File: src/rtl/result_stream_pkg.sv
// Shared constants for the product register file read path: state encoding and default geometry.
package result_stream_pkg;

    localparam int unsigned RS_NUM_REGS = 8;
    localparam int unsigned RS_DATA_W   = 8;
    localparam int unsigned STATE_W     = 2;

    localparam logic [STATE_W-1:0] IDLE   = 2'd0;
    localparam logic [STATE_W-1:0] STREAM = 2'd1;
    localparam logic [STATE_W-1:0] CHKSUM = 2'd2;
    localparam logic [STATE_W-1:0] FINISH = 2'd3;

endpackage

File: src/rtl/result_streamer.sv
// Snapshots the packed product bus on start and streams one entry per valid/ready handshake.
// Optional trailing XOR checksum beat when RESULT_CHECKSUM_EN is defined.
module result_streamer
    import result_stream_pkg::*;
#(
    parameter int unsigned NUM_REGS = RS_NUM_REGS,
    parameter int unsigned DATA_W   = RS_DATA_W,
    parameter int unsigned IDX_W    = $clog2(NUM_REGS)
) (
    input  logic                       clk,
    input  logic                       reset,
    input  logic                       start,
    input  logic [NUM_REGS*DATA_W-1:0] contents,
    output logic [DATA_W-1:0]          out_data,
    output logic [IDX_W-1:0]           out_index,
    output logic                       out_valid,
    input  logic                       out_ready,
    output logic                       busy,
    output logic                       done
);

    localparam logic [IDX_W-1:0] LAST_IDX = IDX_W'(NUM_REGS - 1);

    logic [STATE_W-1:0]                 state_q, state_d;
    logic [IDX_W-1:0]                   idx_q, idx_d, idx_inc;
    logic [NUM_REGS-1:0][DATA_W-1:0]    snap_q, snap_d;
    logic [DATA_W-1:0]                  data_q, data_d;
    logic [IDX_W-1:0]                   index_q, index_d;
    logic                               valid_q, valid_d;
    logic                               busy_q, busy_d;
    logic                               done_q, done_d;
    logic                               xfer;

    assign xfer = valid_q && out_ready;

`ifdef RESULT_CHECKSUM_EN
    logic [DATA_W-1:0] chksum;

    // XOR fold of the held snapshot, offered as the trailing beat
    always_comb begin
        chksum = '0;
        for (int i = 0; i < NUM_REGS; i++) begin
            chksum = chksum ^ snap_q[IDX_W'(i)];
        end
    end
`endif

    always_comb begin
        state_d = state_q;
        idx_d   = idx_q;
        snap_d  = snap_q;
        data_d  = data_q;
        index_d = index_q;
        valid_d = valid_q;
        busy_d  = busy_q;
        done_d  = 1'b0;
        idx_inc = idx_q + IDX_W'(1);
        case (state_q)
            IDLE: begin
                if (start) begin
                    snap_d  = contents;
                    idx_d   = '0;
                    data_d  = contents[DATA_W-1:0];
                    index_d = '0;
                    valid_d = 1'b1;
                    busy_d  = 1'b1;
                    state_d = STREAM;
                end
            end
            STREAM: begin
                if (xfer) begin
                    if (idx_q == LAST_IDX) begin
`ifdef RESULT_CHECKSUM_EN
                        data_d  = chksum;
                        index_d = '0;
                        state_d = CHKSUM;
`else
                        data_d  = '0;
                        index_d = '0;
                        valid_d = 1'b0;
                        busy_d  = 1'b0;
                        done_d  = 1'b1;
                        state_d = FINISH;
`endif
                    end else begin
                        // next entry is registered on the accepting edge, so no bubble
                        idx_d   = idx_inc;
                        data_d  = snap_q[idx_inc];
                        index_d = idx_inc;
                    end
                end
            end
`ifdef RESULT_CHECKSUM_EN
            CHKSUM: begin
                if (xfer) begin
                    data_d  = '0;
                    index_d = '0;
                    valid_d = 1'b0;
                    busy_d  = 1'b0;
                    done_d  = 1'b1;
                    state_d = FINISH;
                end
            end
`endif
            FINISH: begin
                state_d = IDLE;
            end
            default: begin
                state_d = IDLE;
            end
        endcase
    end

    always_ff @(posedge clk or negedge reset) begin
        if (!reset) begin
            state_q <= IDLE;
            idx_q   <= '0;
            snap_q  <= '0;
            data_q  <= '0;
            index_q <= '0;
            valid_q <= 1'b0;
            busy_q  <= 1'b0;
            done_q  <= 1'b0;
        end else begin
            state_q <= state_d;
            idx_q   <= idx_d;
            snap_q  <= snap_d;
            data_q  <= data_d;
            index_q <= index_d;
            valid_q <= valid_d;
            busy_q  <= busy_d;
            done_q  <= done_d;
        end
    end

    assign out_data  = data_q;
    assign out_index = index_q;
    assign out_valid = valid_q;
    assign busy      = busy_q;
    assign done      = done_q;

endmodule
File: config.mk
export PLATFORM = sky130hd
export DESIGN_NAME = result_streamer
export DESIGN_NICKNAME = d
export VERILOG_FILES = /design/src/rtl/result_stream_pkg.sv /design/src/rtl/result_streamer.sv
export SDC_FILE = /design/constraint.sdc
export NUM_CORES = 1
export LEC_CHECK = 0
export CAP_MARGIN = 40
export CORE_MARGIN = 3
export CORE_UTILIZATION = 45
export DETAILED_ROUTE_END_ITERATION = 8
export GPL_TIMING_DRIVEN = 1
export MAX_ROUTING_LAYER = met4
export PLACE_DENSITY = 0.75
export SLEW_MARGIN = 5
export SYNTH_ARGS = -nofsm -noshare
export SYNTH_HDL_FRONTEND = slang
export SYNTH_SLANG_ARGS = --single-unit
File: constraint.sdc
create_clock -name clk -period 2.2 [get_ports clk]
set_clock_uncertainty 0.05 [all_clocks]
set_input_delay 0.22 -clock clk [delete_from_list [all_inputs] [get_ports clk]]
set_output_delay 0.22 -clock clk [all_outputs]
set_load 0.05 [all_outputs]
== After elaboration in Yosys (flattened, before gate mapping) ==
Index checks and enable logic that the tools add are counted.

* Logic and storage cells: 54
* Bits in registers: 82
* Output and inout port bits: 14
* Input port bits: 68

* Order comparisons: 1
* Reductions and logical operators: 8
* Multiplexer cells: 24
* Eq/ne operators: 6
* Add/subtract/negate cells: 1

{| class="wikitable"
|+ Operators by type and width
! kind !! number
|-
| $mux W8 || 4
|-
| $bmux W8 S3 || 1
|-
| $pmux W8 S2 || 1
|-
| $mux W3 || 5
|-
| $pmux W3 S2 || 2
|-
| $ne A2 B2 Y1 const B || 4
|-
| $reduce_and A4 Y1 || 2
|-
| $mux W1 || 6
|-
| $mux W2 || 3
|-
| $reduce_and A3 Y1 || 2
|-
| $lt A3 B4 Y1 const B || 1
|-
| $pmux W2 S2 || 1
|-
| $add A3 B1 Y3 const B || 1
|-
| $eq A3 B3 Y1 const B || 1
|-
| $eq A2 B1 Y1 const B || 1
|-
| $logic_not A2 Y1 || 1
|-
| $pmux W1 S2 || 1
|-
| $reduce_and A2 Y1 || 1
|-
| $reduce_bool A2 Y1 || 1
|-
| $logic_and A1 B1 Y1 || 1
|}

== Depth between registers and ports, before layout ==
Gate-level depths: netlist of the first run.

* Depth in word-level cells: 6
* Mapped depth: 8
* Depth with buffers taken out: 6

== Worst setup path after synthesis of the first run ==
OpenSTA, ideal clock, no wires.

* Path kind: register to register
* Start: register idx_q[0]
* End: register data_q[0], in the netlist out_data[0]
* Path buffers: 2
* Data required time: 2.023 ns
* Clock period less this slack: 2.396 ns
* Setup time: 0.127 ns
* Stages on the path, launching flop included: 9
* Arrival time: 2.219 ns
* Setup slack: -0.196 ns
* Cell sequence: dfrtp_1 ha_1 ha_1 clkbuf_1 buf_2 mux4_2 mux2_2 a222oi_1 inv_1

* Cells in the longest elaborated chain, start to end: 6
* Elaborated cells on any way between the ends: 7
* Those cells by class: add/sub (1); eq/ne (1); mux (5)

{| class="wikitable"
|+ Ends and longest elaborated chain
! what !! RTL line !! source
|-
| start: declaration || result_streamer.sv:25 || <nowiki>logic [IDX_W-1:0] idx_q, idx_d, idx_inc;</nowiki>
|-
| start signal: assignment || result_streamer.sv:126 || <nowiki>idx_q <= idx_d;</nowiki>
|-
| $add A3 B1 Y3 || result_streamer.sv:57 || <nowiki>idx_inc = idx_q + IDX_W'(1);</nowiki>
|-
| $bmux W8 S3 || result_streamer.sv:88 || <nowiki>data_d = snap_q[idx_inc];</nowiki>
|-
| $mux W8 (implied by the code) || result_streamer.sv:88 ||
|-
| $mux W8 (*) || result_streamer.sv:72 || <nowiki>if (idx_q == LAST_IDX) begin</nowiki>
|-
| $mux W8 (*) || result_streamer.sv:71 || <nowiki>if (xfer) begin</nowiki>
|-
| $pmux W8 S2 (*) || result_streamer.sv:58 || <nowiki>case (state_q)</nowiki>
|-
| end signal: assignment || result_streamer.sv:128 || <nowiki>data_q <= data_d;</nowiki>
|-
| end: declaration || result_streamer.sv:27 || <nowiki>logic [DATA_W-1:0] data_q, data_d;</nowiki>
|}

Mark *: on every way between the ends. The rest lies on a longest branch, timed or not. The select of a mux whose other input is x is not followed.
A chain may end at the register's enable or synchronous reset.

== Worst setup path in the final report of the first run ==
* Start: register idx_q[0]
* End: register data_q[2], in the netlist out_data[2]

The elaborated chain is that of the path after synthesis.

==> key figures, run 1 <==
Route
  • ANT nets after route: 0
  • Vias/cell: 5.401
  • TritonRoute pass-1 iters: 4
  • Via count: roughly 2300
  • Drc violations: 0
  • Drt total wl: 7940 um
  • Post-DR wirelength/cell: ~18 um
  • Initial DRC count: 133

Clock tree
  • Clock Latency Late Sink: about 0.34 ns
  • Clock tree root buffer cell: clkbuf_8
  • CTS buffer count: 9
  • # clock sinks: 82
  • CTS tree: done
  • H-tree depth: 3
  • Clock-pin transition on the worst setup and hold timing paths: approximately 0.08 ns
  • Deepest clock path buffer count: 2

Critical path
  • CP Data Arrival Time: 2.38 ns
  • Worst path required time: ~2.4 ns
  • Critical-path cell list: ha_4, clkbuf_16, mux4_2, mux2_4, a222oi_1, inv_1
  • CP endpoint kind: flop
  • CP Max Fanout: 6
  • Crit Path Category: flop to flop
  • CP max stage cell: mux4_2
  • Slowest Stage Delay on Critical Path: approximately 0.50 ns
  • Startpoint types: flop

Layout
  • Layout cell share with drive strength beyond 1: between 30% and 40%
  • Leading cell type in the layout, fill and taps excluded: dfrtp_1
  • Layout area overhead: 33.83%
  • Diode count: 0
  • Nets@finish: ~400
  • Final cell count without fillers: 434
  • Most frequent cells in the layout: 82 x dfrtp_1, 80 x clkdlybuf4s50_1, 69 x mux2_2, 16 x mux4_2, 13 x inv_1

Die
  • Die X: 96.48 um
  • Core area: 7848 um^2
  • Site Rows: 32
  • Die Y-Extent: 96.48 um
  • Die area: ~9300 um^2
  • Initial core utilization: 46.94%
  • IO Pins: 82

Timing
  • Slew @ Worst Pin: between 0.6 and 0.7 ns
  • Setup violators final: 1
  • Fin crit share: 100.4%
  • Maximum clock rate: 452.9 MHz
  • Fin crit period: 2.208 ns
  • Endpoints failing hold: 0
  • Final Slew Violations: 0
  • Relative slew slack: around 58%
  • RSZ-0062 raised after global routing: yes
  • Post-route worst setup slack: -0.007818 ns

Yosys
  • Seq cells post-synth: 82
  • Async S/R FF share, synth: 100.0%
  • Syn Area/Cell: 15.48 um^2
  • Syn Nets: 309
  • YS warnings: 0
  • Post-synth EDFFs: 0
  • Most used DFF post-synth: dfrtp_1
  • Register area share after synthesis: a little under three fifths
  • Area of the mapped netlist: approximately 3700 um^2
  • Post-synth cell types: 23
  • Synthesized netlist cell count: around 240

Outcome
  • Status: finished with violations
  • Failing checks: negative setup slack

Placed design
  • DP Cell Count: 417
  • I/O Buffers: 81
  • Routability cong.: 0.8139
  • Detail Placement HPWL: 5515 um
  • Dpl ws: -0.1161 ns

Worst hold path
  • HP Class: primary input to asynchronous set/reset pin

GRT
  • Initial antenna violation count: 0
  • Tot GR Track Use: 18.58%
  • Grt ovf: 0
  • First-pass GRT wire length: ~13000 um
  • Vias in the first global route: 2522
  • Pin count of the biggest net entering global routing: 48

Pwr
  • Pwr per Cell Area: about 1500 nW/um^2
  • Lkg Pwr: approximately 2.1 nW
  • VDD IR max: just under 0.7 mV

Job
  • Max_cap viols: 0
==> power by group <==
group	switching (mW)	total, mW	internal (mW)	leakage [nW]
Combinational	1.50	3.66	2.16	0.998
Sequential	0.432	2.65	2.22	1.01
Clock	0.520	1.18	0.662	0.112
Total	2.45	7.49	5.04	2.12
==> timing repair <==
item	CTS	global route
hold buffers	1	0
setup endpoints to repair	8	8
setup buffers	0	0
pin swaps	2	6
cloned	0	1
hold endpoints to repair	46	0
resized for setup	8	7
==> synthesized netlist by cell type, types with 4 or more instances <==
library cell  number  area share, %
mux4_1             8            5.7
o21ai_0            7           0.95
buf_2              7           0.95
mux4_2             8            4.9
a222oi_1           8            2.2
clkbuf_1           4           0.41
nor3_1             4           0.54
mux2_2            73             22
dfrtp_1           82             56
inv_1             13            1.3
==> critical path, delay by kind of cell, from the launching register on <==
kind / cells / cell delay (ns)
buffers and inverters: 2 / 0.24
AOI/OAI and AO/OA: 1 / 0.26
adders and majority gates: 1 / 0.33
muxes: 2 / 0.78
DFF: 1 / 0.43
==> per-layer routing <==
metal  vias to the layer above  part of all wire [%]  global-route usage (%)
met2                        82                    51                   30.34
li1                       1057                     -                       -
met3                         2                   5.0                   4.105
met4                         0                  0.28                   5.374
met1                      1203                    43                   23.49
met5                         -                     0                       -
==> worst paths after layout <==
path / startpoint / to / slack [ns] / cells after the start
max: idx_q[0] / out_data[2] / -0.008 / 6
min: reset / snap_q[15] / 0.38 / 2
max reg2reg: idx_q[0] / out_data[2] / -0.008 / 6
min reg2reg: out_index[0] / out_index[0] / 0.45 / 2
max in group asynchronous: reset / snap_q[35] / 1.08 / 3
min in group clk: contents[39] / snap_q[39] / 0.43 / 2
==> kinds of logic after synthesis <==
kind of cell | synth area share [%]
adder cells (fa/ha/maj) | 1.019
AO/OA/AOI/OAI | 4.314
buffers and inverters | 4.246
multiplexers | 32.91
flip-flops | 55.71
AND/OR/NAND/NOR | 1.800
==> registers in the layout (all words and copies together), names as in the netlist <==
signal,flops
state_q,2
done,1
snap_q,64
out_index,3
idx_q,3
out_data,8
busy,1
==> layout make-up <==
cell class	instances	area, um^2
sequential	82	2052
clock buffer	10	137.6
clock inverter	5	78.83
timing repair buffer	95	987.2
multi-input combinational	127	1498
inverter	13	48.80
tap	102	127.6
fill	614	2918
==> metrics by stage <==
step           util (%)  total power [mW]  cell area (um^2)  hold WS [ns]    TNS, ns
2_1_floorplan         -             5.061              3694       -0.1256          0
3_3_place_gp      59.44             5.865              4664        0.2242    -0.1823
6_report          62.82             7.493              4930        0.3835  -0.007818
5_1_grt           62.82             7.908              4930        0.4139    -0.7018
3_5_place_dp      59.44             5.993              4664        0.2309    -0.6977
4_1_cts           62.36             7.302              4893        0.3885   -0.06691
No activity file was read; power rests on OpenSTA's default activity.
==> run 2, diff against run 1 <==
DONT_BUFFER_PORTS = 1   (was unset)
PLACE_DENSITY = unset   (was 0.75)
==> run 2 against run 1 <==
  * Die area unchanged
  * Combinational power decreased by 18%
  * Worst hold slack got worse by 0.31 ns
  * The flow now finishes without violations
  * Largest cell class unchanged
  * Cell count decreased by 3.9%
  * Critical path depth unchanged
==> key figures, run 2 (synthesis results as in run 1) <==
GRT
  • Vias in the first global route: 2428 (-3.7%)
  • M3 GR Usage: 4.415% (+0.31 points)
  • Most Crowded Layer GR: met2
  • Met2 Track Usage GR: 28.05% (-2.3 points)
  • Initial antenna violation count: 0 (unchanged)
  • Tot GR Track Use: 18.50% (-0.081 points)
  • GR Layer Usage met1: 24.53% (+1.0 points)
  • Grt ovf: 0 (unchanged)
  • Pin count of the biggest net entering global routing: 83 (+73%)
  • First-pass GRT wire length: 12590 um (+0.22%)

Die
  • Core area: 7848 um^2 (unchanged)
  • Die Y-Extent: 96.48 um (unchanged)
  • Die area: 9307 um^2 (unchanged)
  • Die X: 96.48 um (unchanged)
  • IO Pins: 82 (unchanged)
  • Initial core utilization: 46.94% (unchanged)
  • Site Rows: 32 (unchanged)

Outcome
  • Status: completed

Placed design
  • I/O Buffers: 0 (-100%)
  • Routability cong.: 0.7234 (-11%)
  • Dpl ws: -0.1573 ns (-0.04122 ns)
  • Area after DPL: 3829 um^2 (-18%)
  • Detail Placement HPWL: 4843 um (-12%)

Critical path
  • CP endpoint kind: flop
  • CP startpoint: idx_q[1]
  • CP Max Fanout: 6 (unchanged)
  • Startpoint types: flop
  • Worst path required time: 2.39 ns (about the same)
  • Crit Path Category: flop to flop
  • R2R Setup Slk: 0.01 ns (+0.02 ns)
  • Worst r2r src: idx_q[1]
  • CP Data Arrival Time: 2.38 ns (about the same)

Clock tree
  • # clock sinks: 82 (unchanged)
  • CTS tree: done
  • Buffer count from post-CTS setup fixing: 0 (unchanged)
  • H-tree depth: 3 (unchanged)
  • Clock tree root buffer cell: clkbuf_8
  • Clock-pin transition on the worst setup and hold timing paths: 0.09 ns (about the same)
  • Clock Latency Late Sink: 0.35 ns (about the same)
  • Deepest clock path buffer count: 2 (unchanged)
  • CTS buffer count: 9 (unchanged)

Layout
  • Leading cell type in the layout, fill and taps excluded: dfrtp_1
  • Layout area overhead: 28.57%
  • Most flop-heavy register: snap_q
  • Nets@finish: 381 (-4.5%)
  • Register area: 2052 um^2 (unchanged)
  • Layout cell share with drive strength beyond 1: 37.46% (+0.41 points)
  • Largest register FFs: 64 (unchanged)
  • Fin area: 4736 um^2 (-3.9%)
  • Fillers: 635 (+3.4%)
  • Diode count: 0 (unchanged)
  • Area of the multi-input gates: 1498 um^2 (unchanged)
  • Most frequent cells in the layout: 82 x dfrtp_1, 71 x mux2_2, 66 x dlygate4sd3_1, 14 x mux4_2, 13 x inv_1

Route
  • Drt total wl: 7706 um (-2.9%)
  • Drc violations: 0 (unchanged)
  • Initial DRC count: 71 (-47%)
  • Vias/cell: 5.422 (+0.39%)
  • TritonRoute pass-1 iters: 5 (+1)
  • ANT nets after route: 0 (unchanged)
  • Via count: 2261 (-3.5%)
  • Post-DR wirelength/cell: 18.48 um (+1.0%)

Timing
  • Relative slew slack: 65.37% (+7.8 points)
  • Setup violators final: 0 (-1)
  • Maximum clock rate: 457.3 MHz (+0.97%)
  • Final Slew Violations: 0 (unchanged)
  • Endpoints failing hold: 0 (unchanged)
  • Post-route worst setup slack: 0.01337 ns (+0.02119 ns)
  • Setup TNS: 0 ns (+0.007818 ns)
  • Slew @ Worst Pin: 0.5195 ns (-0.1163 ns)
  • RSZ-0062 raised after global routing: yes
  • Hold slack final: 0.07500 ns (-0.3085 ns)
  • Fin crit share: 99.39% (-0.96 points)
  • Fin crit period: 2.187 ns (-0.02119 ns)

Pwr
  • Sw frac: 34.17% (+1.5 points)
  • Total power draw: 7.062 mW (-5.8%)
  • Pwr per Cell Area: 1491 nW/um^2 (-1.9%)
  • Clk pwr share: 15.5% (-0.3 points)
  • Lkg Pwr: 2.042 nW (-3.5%)
  • NetSw: 2.413 mW (-1.5%)
  • Logic pwr share: 42.6% (-6.3 points)
  • Power share of the sequential group: 41.9% (+6.5 points)
  • Cell-internal power: 4.649 mW (-7.8%)
  • VDD IR max: 0.7941 mV (+18%)

Worst hold path
  • HP Class: primary input to flop
  • HP Start: out_ready

Job
  • Max_cap viols: 0 (unchanged)
-- run 2: cell types whose count changed in the layout (fill, tap and decap cells not counted), moves of 2 or more --
cell             delta
clkdlybuf4s50_1    -80
dlygate4sd3_1      +65
buf_4               -4
mux2_4              -2
mux4_1              +2
clkinvlp_4          +3
mux2_2              +2
mux4_2              -2
-- run 2: worst paths after layout --
path                               end  depth (start not counted)
max in group asynchronous   snap_q[12]                          2
hold / removal              state_q[1]                          2
setup reg to reg           out_data[6]                          6
setup / recovery           out_data[6]                          6
min in group asynchronous   snap_q[20]                          2
hold reg to reg             snap_q[29]                          1
-- run 2: repair_timing --
action	CTS	global route
hold buffers	67	0
gates resized for setup	9	5
pin swaps	6	4
setup endpoints to repair	8	8
hold endpoints to repair	155	0
-- run 2: per-stage QoR --
step / util, % / std cells
CTS: 60.30 / 417
floorplan: - / 238
global placement: 48.79 / 334
finish: 60.35 / 417
global route: 60.35 / 417
detailed placement: 48.79 / 334
-- run 2: power groups by stage --
stage	clock network (mW)	registers (mW)	logic, mW
6_report	1.09	2.96	3.01
5_1_grt	1.18	3.05	3.27
4_1_cts	1.13	2.95	2.97
3_5_place_dp	0	2.97	2.70
3_3_place_gp	0	2.95	2.64
2_1_floorplan	0	2.83	2.24
-- run 2: cell type report --
class	count	share of cell area [%]
clock inverters	6	1.400
flip-flops and latches	82	43.33
repair buffers	77	17.23
well taps	102	2.695
clock buffers	10	2.695
multi-input cells	127	31.62
inverters	13	1.030
-- run 2: worst max-delay path, cell delays in order (launching register included) --
cell	delay, ns
dfrtp_1	0.42
ha_4	0.32
buf_8	0.13
mux4_2	0.51
mux2_4	0.27
a222oi_1	0.31
inv_1	0.07
-- run 2: per-layer routing --
| layer | wire [um] | part of all wire (%) | vias up |
|---|---|---|---|
| li1 | - | - | 1027 |
| met1 | 3381 | 44 | 1151 |
| met3 | 431 | 5.6 | 9 |
| met4 | 116 | 1.5 | 0 |
| met2 | 3776 | 49 | 74 |
| met5 | 0 | 0 | - |
==> run 3, diff against run 2 <==
SETUP_SLACK_MARGIN = 0.1   (was unset)
==> run 3 against run 2 <==
  * The flow now finishes with violations (negative hold slack)
  * Critical endpoint is now out_data[3]
  * Critical path depth unchanged
  * Sequential power about the same
  * Utilization decreased by 0.080 points
  * Fmax increased by 0.28%
  * Clock-buffer cell count unchanged
==> key figures, run 3 (synthesis results as in run 1) <==
Outcome
  • Status: finished with violations
  • Failing checks: negative hold slack

Placed design
  • Detail Placement HPWL: 5109 um (+5.5%)
  • Routability cong.: 0.8086 (+12%)
  • I/O Buffers: 0 (unchanged)
  • Dpl ws: -0.1012 ns (+0.05612 ns)
  • DP Cell Count: 335 (+0.30%)
  • Area after DPL: 3824 um^2 (-0.13%)

Layout
  • Most flop-heavy register: snap_q
  • Fillers: 648 (+2.0%)
  • Nets@finish: 381 (unchanged)
  • Final cell count without fillers: 417 (unchanged)
  • Register area: 2052 um^2 (unchanged)
  • Largest register FFs: 64 (unchanged)
  • Most frequent cells in the layout: 82 x dfrtp_1, 71 x mux2_2, 65 x dlygate4sd3_1, 15 x mux4_2, 13 x inv_1
  • Layout area overhead: 28.40%
  • Layout cell share with drive strength beyond 1: 38.10% (+0.63 points)
  • Area of the multi-input gates: 1494 um^2 (-0.25%)
  • Diode count: 0 (unchanged)
  • Core Util, Final: 60.27% (-0.080 points)
  • Leading cell type in the layout, fill and taps excluded: dfrtp_1
  • Fin area: 4730 um^2 (-0.13%)

GRT
  • Vias in the first global route: 2386 (-1.7%)
  • Grt ovf: 0 (unchanged)
  • Initial antenna violation count: 0 (unchanged)
  • Tot GR Track Use: 18.84% (+0.34 points)
  • Pin count of the biggest net entering global routing: 83 (unchanged)
  • First-pass GRT wire length: 12530 um (-0.44%)

Clock tree
  • Hold_buf cts: 65 (-3.0%)
  • CTS tree: done
  • Clock tree root buffer cell: clkbuf_8
  • H-tree depth: 3 (unchanged)
  • # clock sinks: 82 (unchanged)
  • Clock-pin transition on the worst setup and hold timing paths: 0.08 ns (about the same)
  • CTS buffer count: 9 (unchanged)
  • Clock Latency Late Sink: 0.35 ns (about the same)
  • Deepest clock path buffer count: 2 (unchanged)

Timing
  • Slew @ Worst Pin: 0.5177 ns (-0.001772 ns)
  • Setup TNS: 0 ns (unchanged)
  • Relative slew slack: 65.48% (+0.12 points)
  • Post-route worst setup slack: 0.01946 ns (+0.006086 ns)
  • Fin crit period: 2.181 ns (-0.006086 ns)
  • Hold slack final: -0.4903 ns (-0.5653 ns)
  • Setup violators final: 0 (unchanged)
  • Fin crit share: 99.12% (-0.28 points)
  • Final Slew Violations: 0 (unchanged)
  • RSZ-0062 raised after global routing: yes
  • Maximum clock rate: 458.6 MHz (+0.28%)
  • Endpoints failing hold: 82 (+82)

Die
  • Core area: 7848 um^2 (unchanged)
  • Site Rows: 32 (unchanged)
  • Die X: 96.48 um (unchanged)
  • Die Y-Extent: 96.48 um (unchanged)
  • Die area: 9307 um^2 (unchanged)
  • IO Pins: 82 (unchanged)
  • Initial core utilization: 46.94% (unchanged)

Route
  • TritonRoute pass-1 iters: 5 (unchanged)
  • Vias/cell: 5.427 (about the same)
  • ANT nets after route: 0 (unchanged)
  • Post-DR wirelength/cell: 18.68 um (+1.1%)
  • Drt total wl: 7791 um (+1.1%)
  • Initial DRC count: 89 (+25%)
  • Drc violations: 0 (unchanged)
  • Via count: 2263 (+0.088%)

Pwr
  • Pwr per Cell Area: 1508 nW/um^2 (+1.1%)
  • VDD IR max: 0.6702 mV (-16%)
  • Lkg Pwr: 2.049 nW (+0.32%)
  • Total power draw: 7.131 mW (+0.97%)

Critical path
  • R2R Setup Slk: 0.02 ns (about the same)
  • Crit Path Category: flop to flop
  • CP endpoint kind: flop
  • Startpoint types: flop
  • CP Data Arrival Time: 2.35 ns (-0.03 ns)
  • CP Max Fanout: 6 (unchanged)
  • Worst path required time: 2.37 ns (-0.02 ns)

Job
  • Max_cap viols: 0 (unchanged)

Worst hold path
  • HP Class: primary input to asynchronous set/reset pin
==> run 3: changes by cell type in the layout (fill, tap and decap cells not counted), sizes merged <==
cell / change
inv: -1
clkinv: +3
clkinvlp: -3
dlygate4sd3: -1
bufinv: +1
buf: +1
==> run 3: final cells by class <==
cell class                 instances  area share, %
timing repair buffer              77          16.67
tap                              102          2.698
multi-input combinational        127          31.59
inverter                          13          1.032
clock inverter                     6          1.931
sequential                        82          43.39
clock buffer                      10          2.698
==> run 3: repair_timing <==
item / CTS / global route
endpoints found under the setup margin: 8 / 8
hold endpoints to repair: 155 / 82
resized for setup: 13 / 4
pin swaps: 3 / 4
buffers inserted: 1 / 0
==> run 3: path summary, 6_finish.rpt <==
path	startpoint	to	cells past startpoint
max reg2reg	idx_q[0]	out_data[3]	6
min in group clk	out_ready	state_q[1]	2
min	reset	snap_q[22]	0
min reg2reg	snap_q[23]	snap_q[23]	1
max in group asynchronous	reset	snap_q[39]	0
max	idx_q[0]	out_data[3]	6
==> run 3: critical path: stages, from the launching register on <==
cell	delay [ns]
dfrtp_1	0.41
ha_4	0.31
buf_8	0.13
mux4_2	0.51
mux2_4	0.27
a222oi_1	0.31
inv_1	0.08
==> run 3: per-layer routing <==
layer  track usage (%)  routed length (um)  part of all wire [%]
met5                 -                   0                     0
met4             6.308                  74                  0.95
met3             4.725                 477                   6.1
met2             27.76                3756                    48
met1             25.72                3483                    45
==> run 3: where the power goes <==
part           internal, mW  leakage [nW]  switching [mW]
Combinational          1.89         0.931            1.10
Clock                 0.643         0.110           0.543
Sequential             2.21          1.01           0.752
==> RTL edit 1 (flow settings as in run 3) <==
Add a define of `RESULT_CHECKSUM_EN`.
--- a/src/rtl/result_streamer.sv
+++ b/src/rtl/result_streamer.sv
@@ -1,5 +1,7 @@
 // Snapshots the packed product bus on start and streams one entry per valid/ready handshake.
 // Optional trailing XOR checksum beat when RESULT_CHECKSUM_EN is defined.
+`define RESULT_CHECKSUM_EN
+
 module result_streamer
     import result_stream_pkg::*;
 #(
Behaviour: not the same (Yosys sat finds a counterexample within 10 cycles, from zero or initial values and one cycle with reset low).
==> RTL edit 1 against run 3 <==
  * The run still ends with hold timing left
  * Total power decreased by 7.5%
  * Sequential cell count unchanged
  * Worst setup slack better by 0.21 ns
  * First-iteration DRC count decreased by 18%
  * Synthesized area rose by 3.1%
  * Non-clock buffer count down 9
  * Final cell count grew 4.6%
  * Worst hold slack gained 0.0019 ns
  * Design area shrank 0.19%
  * Global-route usage shrank 1.3 points
  * Wire length down 1.0%
  * Largest cell class unchanged
==> RTL edit 1: results (changes against run 3) <==
stage,metric,value,unit,change
pwr,ir_drop,0.000546,V,-19%
clock_network,postCtsSetupBuffers,0,,-1
setup_path,ff2ff_setup_slack,0.23,ns,+0.21 ns
drt,routed-wl-met2,3500,µm,-6.8%
layout,nets,405,,+6.3%
synth,syn_nets,342,,+11%
drt,wl_met1,3580,µm,+2.8%
pwr,p_clk,1020,µW,-14%
run_status,status,finished with violations,,
layout,clock_buffers,11,,+1
timing,hold_violations,82,,unchanged
drt,vias,2369,,+4.7%
global_routing,grtUsageTotal,17.6,%,-1.3 points
layout,area_share_clock_buf_inv,4.00,%,-0.63 points
placed_design,dp_hpwl,5340,µm,+4.6%
run_status,violations,hold timing,,
layout,nNonClkBuffers,68,,-12%
global_routing,use_met2,25.1,%,-2.6 points
drt,drt_iter0_markers,73,,-18%
synth,ys_seq_area_share,54.1,%,-1.7 points
synth,synth_cells,266,,+12%
global_routing,grtUsageMet1,23.8,%,-1.9 points
layout,seq-cell-share,43.5,%,+0.081 points
placed_design,place_area,3930,µm²,+2.7%
timing,whs,-0.488,ns,+0.00188 ns
layout,buf_share,14.9,%,-1.8 points
setup_path,path_delay_family,adder cells,,
[RTL edit 1: cell count changes after synthesis, sizes merged, moves of 5 or more]
cell | before | now
o21a | 0 | 8
o21ai | 7 | 20
a222oi | 8 | 0
o221ai | 0 | 8
mux2 | 73 | 58
mux2i | 0 | 8
nand2 | 3 | 15
ha | 3 | 8
[RTL edit 1: worst max-delay path by stage]
stage / start / to / slack, ns / cells past startpoint
CTS: idx_q[0] / out_data[4] / 0.19 / 7
detailed placement: idx_q[0] / out_data[4] / 0.20 / 7
floorplan: idx_q[0] / out_data[0] / 0.20 / 8
global placement: idx_q[0] / out_data[4] / 0.23 / 7
global route: idx_q[0] / out_data[4] / 0.09 / 7
finish: idx_q[0] / out_data[0] / 0.23 / 7
[RTL edit 1: what timing repair did]
action                                  in CTS  in global routing
resized for setup                            0                  3
hold endpoints to repair                   143                 82
endpoints found under the setup margin       0                  5
==> RTL edit 2 (settings of run 3) <==
Made on the original files. `data_q` no longer has a reset.
--- a/src/rtl/result_streamer.sv
+++ b/src/rtl/result_streamer.sv
@@ -116,7 +116,6 @@
             state_q <= IDLE;
             idx_q   <= '0;
             snap_q  <= '0;
-            data_q  <= '0;
             index_q <= '0;
             valid_q <= 1'b0;
             busy_q  <= 1'b0;
@@ -125,12 +124,15 @@
             state_q <= state_d;
             idx_q   <= idx_d;
             snap_q  <= snap_d;
-            data_q  <= data_d;
             index_q <= index_d;
             valid_q <= valid_d;
             busy_q  <= busy_d;
             done_q  <= done_d;
         end
+    end
+
+    always_ff @(posedge clk) begin
+        data_q <= data_d;
     end
 
     assign out_data  = data_q;
Check against the original RTL: not equivalent (Yosys sat finds a counterexample within 4 cycles, from zero or initial values and one cycle with reset low).
==> RTL edit 2 against run 3 <==
  * Sequential power up 4%
  * Synthesized area grew 1.5%
  * Design area grew 0.24%
  * Total power fell by 6.3%
  * Global-route usage barely moved
  * Critical path depth is 1 lower
  * Worst setup slack gained 0.18 ns
  * Synthesized cell count increased by 8.4%
  * Wire length is 4.4% higher
  * Count of clock-buffer cells in the layout rose by 3
  * Sequential cell count stayed put
  * Highest routed layer unchanged
==> RTL edit 2: results (changes against run 3) <==
stage,metric,value,unit,change
run_status,status,"finished, final reports clean",,
setup_path,slowest_delay,0.40,ns,-0.11 ns
synth,synthArstFlopShare,90.2,%,-9.8 points
drt,dr.pass1.iters,4,,-1
drt,drt_iter0_markers,96,,+7.9%
clock_network,clk_pin_slew_worst_paths,0.08,ns,about the same
layout,nets,399,,+4.7%
global_routing,grt_max_degree,75,,-9.6%
drt,wirelength,8140,µm,+4.4%
layout,largest_register_ffs,64,,unchanged
synth,synth_edf_count,8,,+8
clock_network,cts_buffers,9,,unchanged
placed_design,place_ws,0.103,ns,+0.204 ns
setup_path,crit_path_max_fanout,5,,-1
synth,yosys-top-cells-count,"dfrtp_1 (74), mux2_1 (51), mux2_2 (21)",,
global_routing,grtUsageTotal,18.8,%,-0.048 points
global_routing,grt_pass1_wl,13500,µm,+7.5%
placed_design,portBuffers,0,,unchanged
setup_path,arrival,2.10,ns,-0.25 ns
global_routing,antenna_found_initial,0,,unchanged
synth,synthAdderAreaFrac,1.00,%,-0.015 points
clock_network,cts.path.max_buffers,2,,unchanged
setup_path,path_delay_family,adder cells,,
min_path,min_path_type,input port to flop,,
placed_design,dp_hpwl,5420,µm,+6.1%
layout,largest_register,snap_q,,
synth,synth-xor-area-share,0,%,unchanged
layout,diodes,0,,unchanged
global_routing,grt_pass1_vias,2576,,+8.0%
pwr,ir_drop,0.000591,V,-12%
synth,synthDistinctLibCells,33,,+43%
layout,drive_gt1_share,18.6,%,-19 points
placed_design,gp_congestion,0.757,,-6.4%
synth,yosysWarningCount,0,,unchanged
setup_path,worst_path_max_delay_cell,ha_1,,
synth,synth_mux_area_share,26.5,%,-6.4 points
pwr,leakage,0.00197,µW,-3.7%
placed_design,place_area,3850,µm²,+0.59%
synth,ys_seq_area_share,56.0,%,+0.27 points
clock_network,clk_latency,0.34,ns,
clock_network,cts-root-buf,clkbuf_8,,
clock_network,htree_num_levels,3,,unchanged
synth,syn_nets,329,,+6.5%
synth,ys.flop_type,dfrtp_1,,
synth,synthTopCellsByArea,"dfrtp_1 (50%), mux2_1 (15%), edfxtp_1 (6.4%)",,
synth,synth-compound-area-share,7.47,%,+3.2 points
drt,via_per_inst,5.47,,+0.78%
timing,tightestPinTransition,0.492,ns,-0.0255 ns
RTL edit 2: cell type report:
| class | count | area [µm²] |
|---|---|---|
| multi-input cells | 155 | 1530 |
| fillers | 650 | 3150 |
| flip-flops and latches | 82 | 2090 |
| clock inverters | 3 | 40.0 |
| repair buffers | 76 | 783 |
| inverters | 4 | 15.0 |
| clock buffers | 13 | 149 |
| well taps | 102 | 128 |
RTL edit 2: timing repair:
action | CTS | global route
buffers inserted | 0 | 0
resized for setup | 1 | 2
hold buffers | 68 | 0
hold endpoints to repair | 143 | 0
setup endpoints to repair | 1 | 2
RTL edit 2: worst paths after layout:
path,slack [ns],startpoint,endpoint,cells past startpoint
min,0.02,contents[7],out_data[7],2
min in group asynchronous,0.35,reset,out_index[2],2
min reg2reg,0.43,snap_q[63],snap_q[63],1
max in group asynchronous,1.39,reset,snap_q[62],2
max reg2reg,0.20,idx_q[0],out_data[0],5
max,0.20,idx_q[0],out_data[0],5
RTL edit 2: logic make-up (layout without fill, tap and decap cells):
logic type	after synthesis	in the layout
buffers and inverters	21	96
AO/OA/AOI/OAI	29	29
flip-flops	82	82
adder cells (fa/ha/maj)	3	3
multiplexers	80	80
AND/OR/NAND/NOR	43	43
RTL edit 2: metal layers:
| layer | track usage, % | wire length (µm) |
|---|---|---|
| met1 | 22.9 | 3440 |
| met2 | 30.5 | 4100 |
| met3 | 4.16 | 390 |
| met4 | 7.45 | 202 |
| met5 | - | 0 |
RTL edit 2: per-stage QoR:
stage / hold WS, ns / cells
final: 0.0182 / 435
after global placement: -0.123 / 351
after detailed placement: -0.123 / 351
after CTS: 0.00399 / 435
after global routing: 0.00331 / 435
after floorplan: -0.126 / 258
RTL edit 2: power by group:
part	leakage (µW)	switching, µW	internal, µW
logic	0.000898	1190	1330
clock network	0.0000974	514	554
registers	0.000978	750	2340
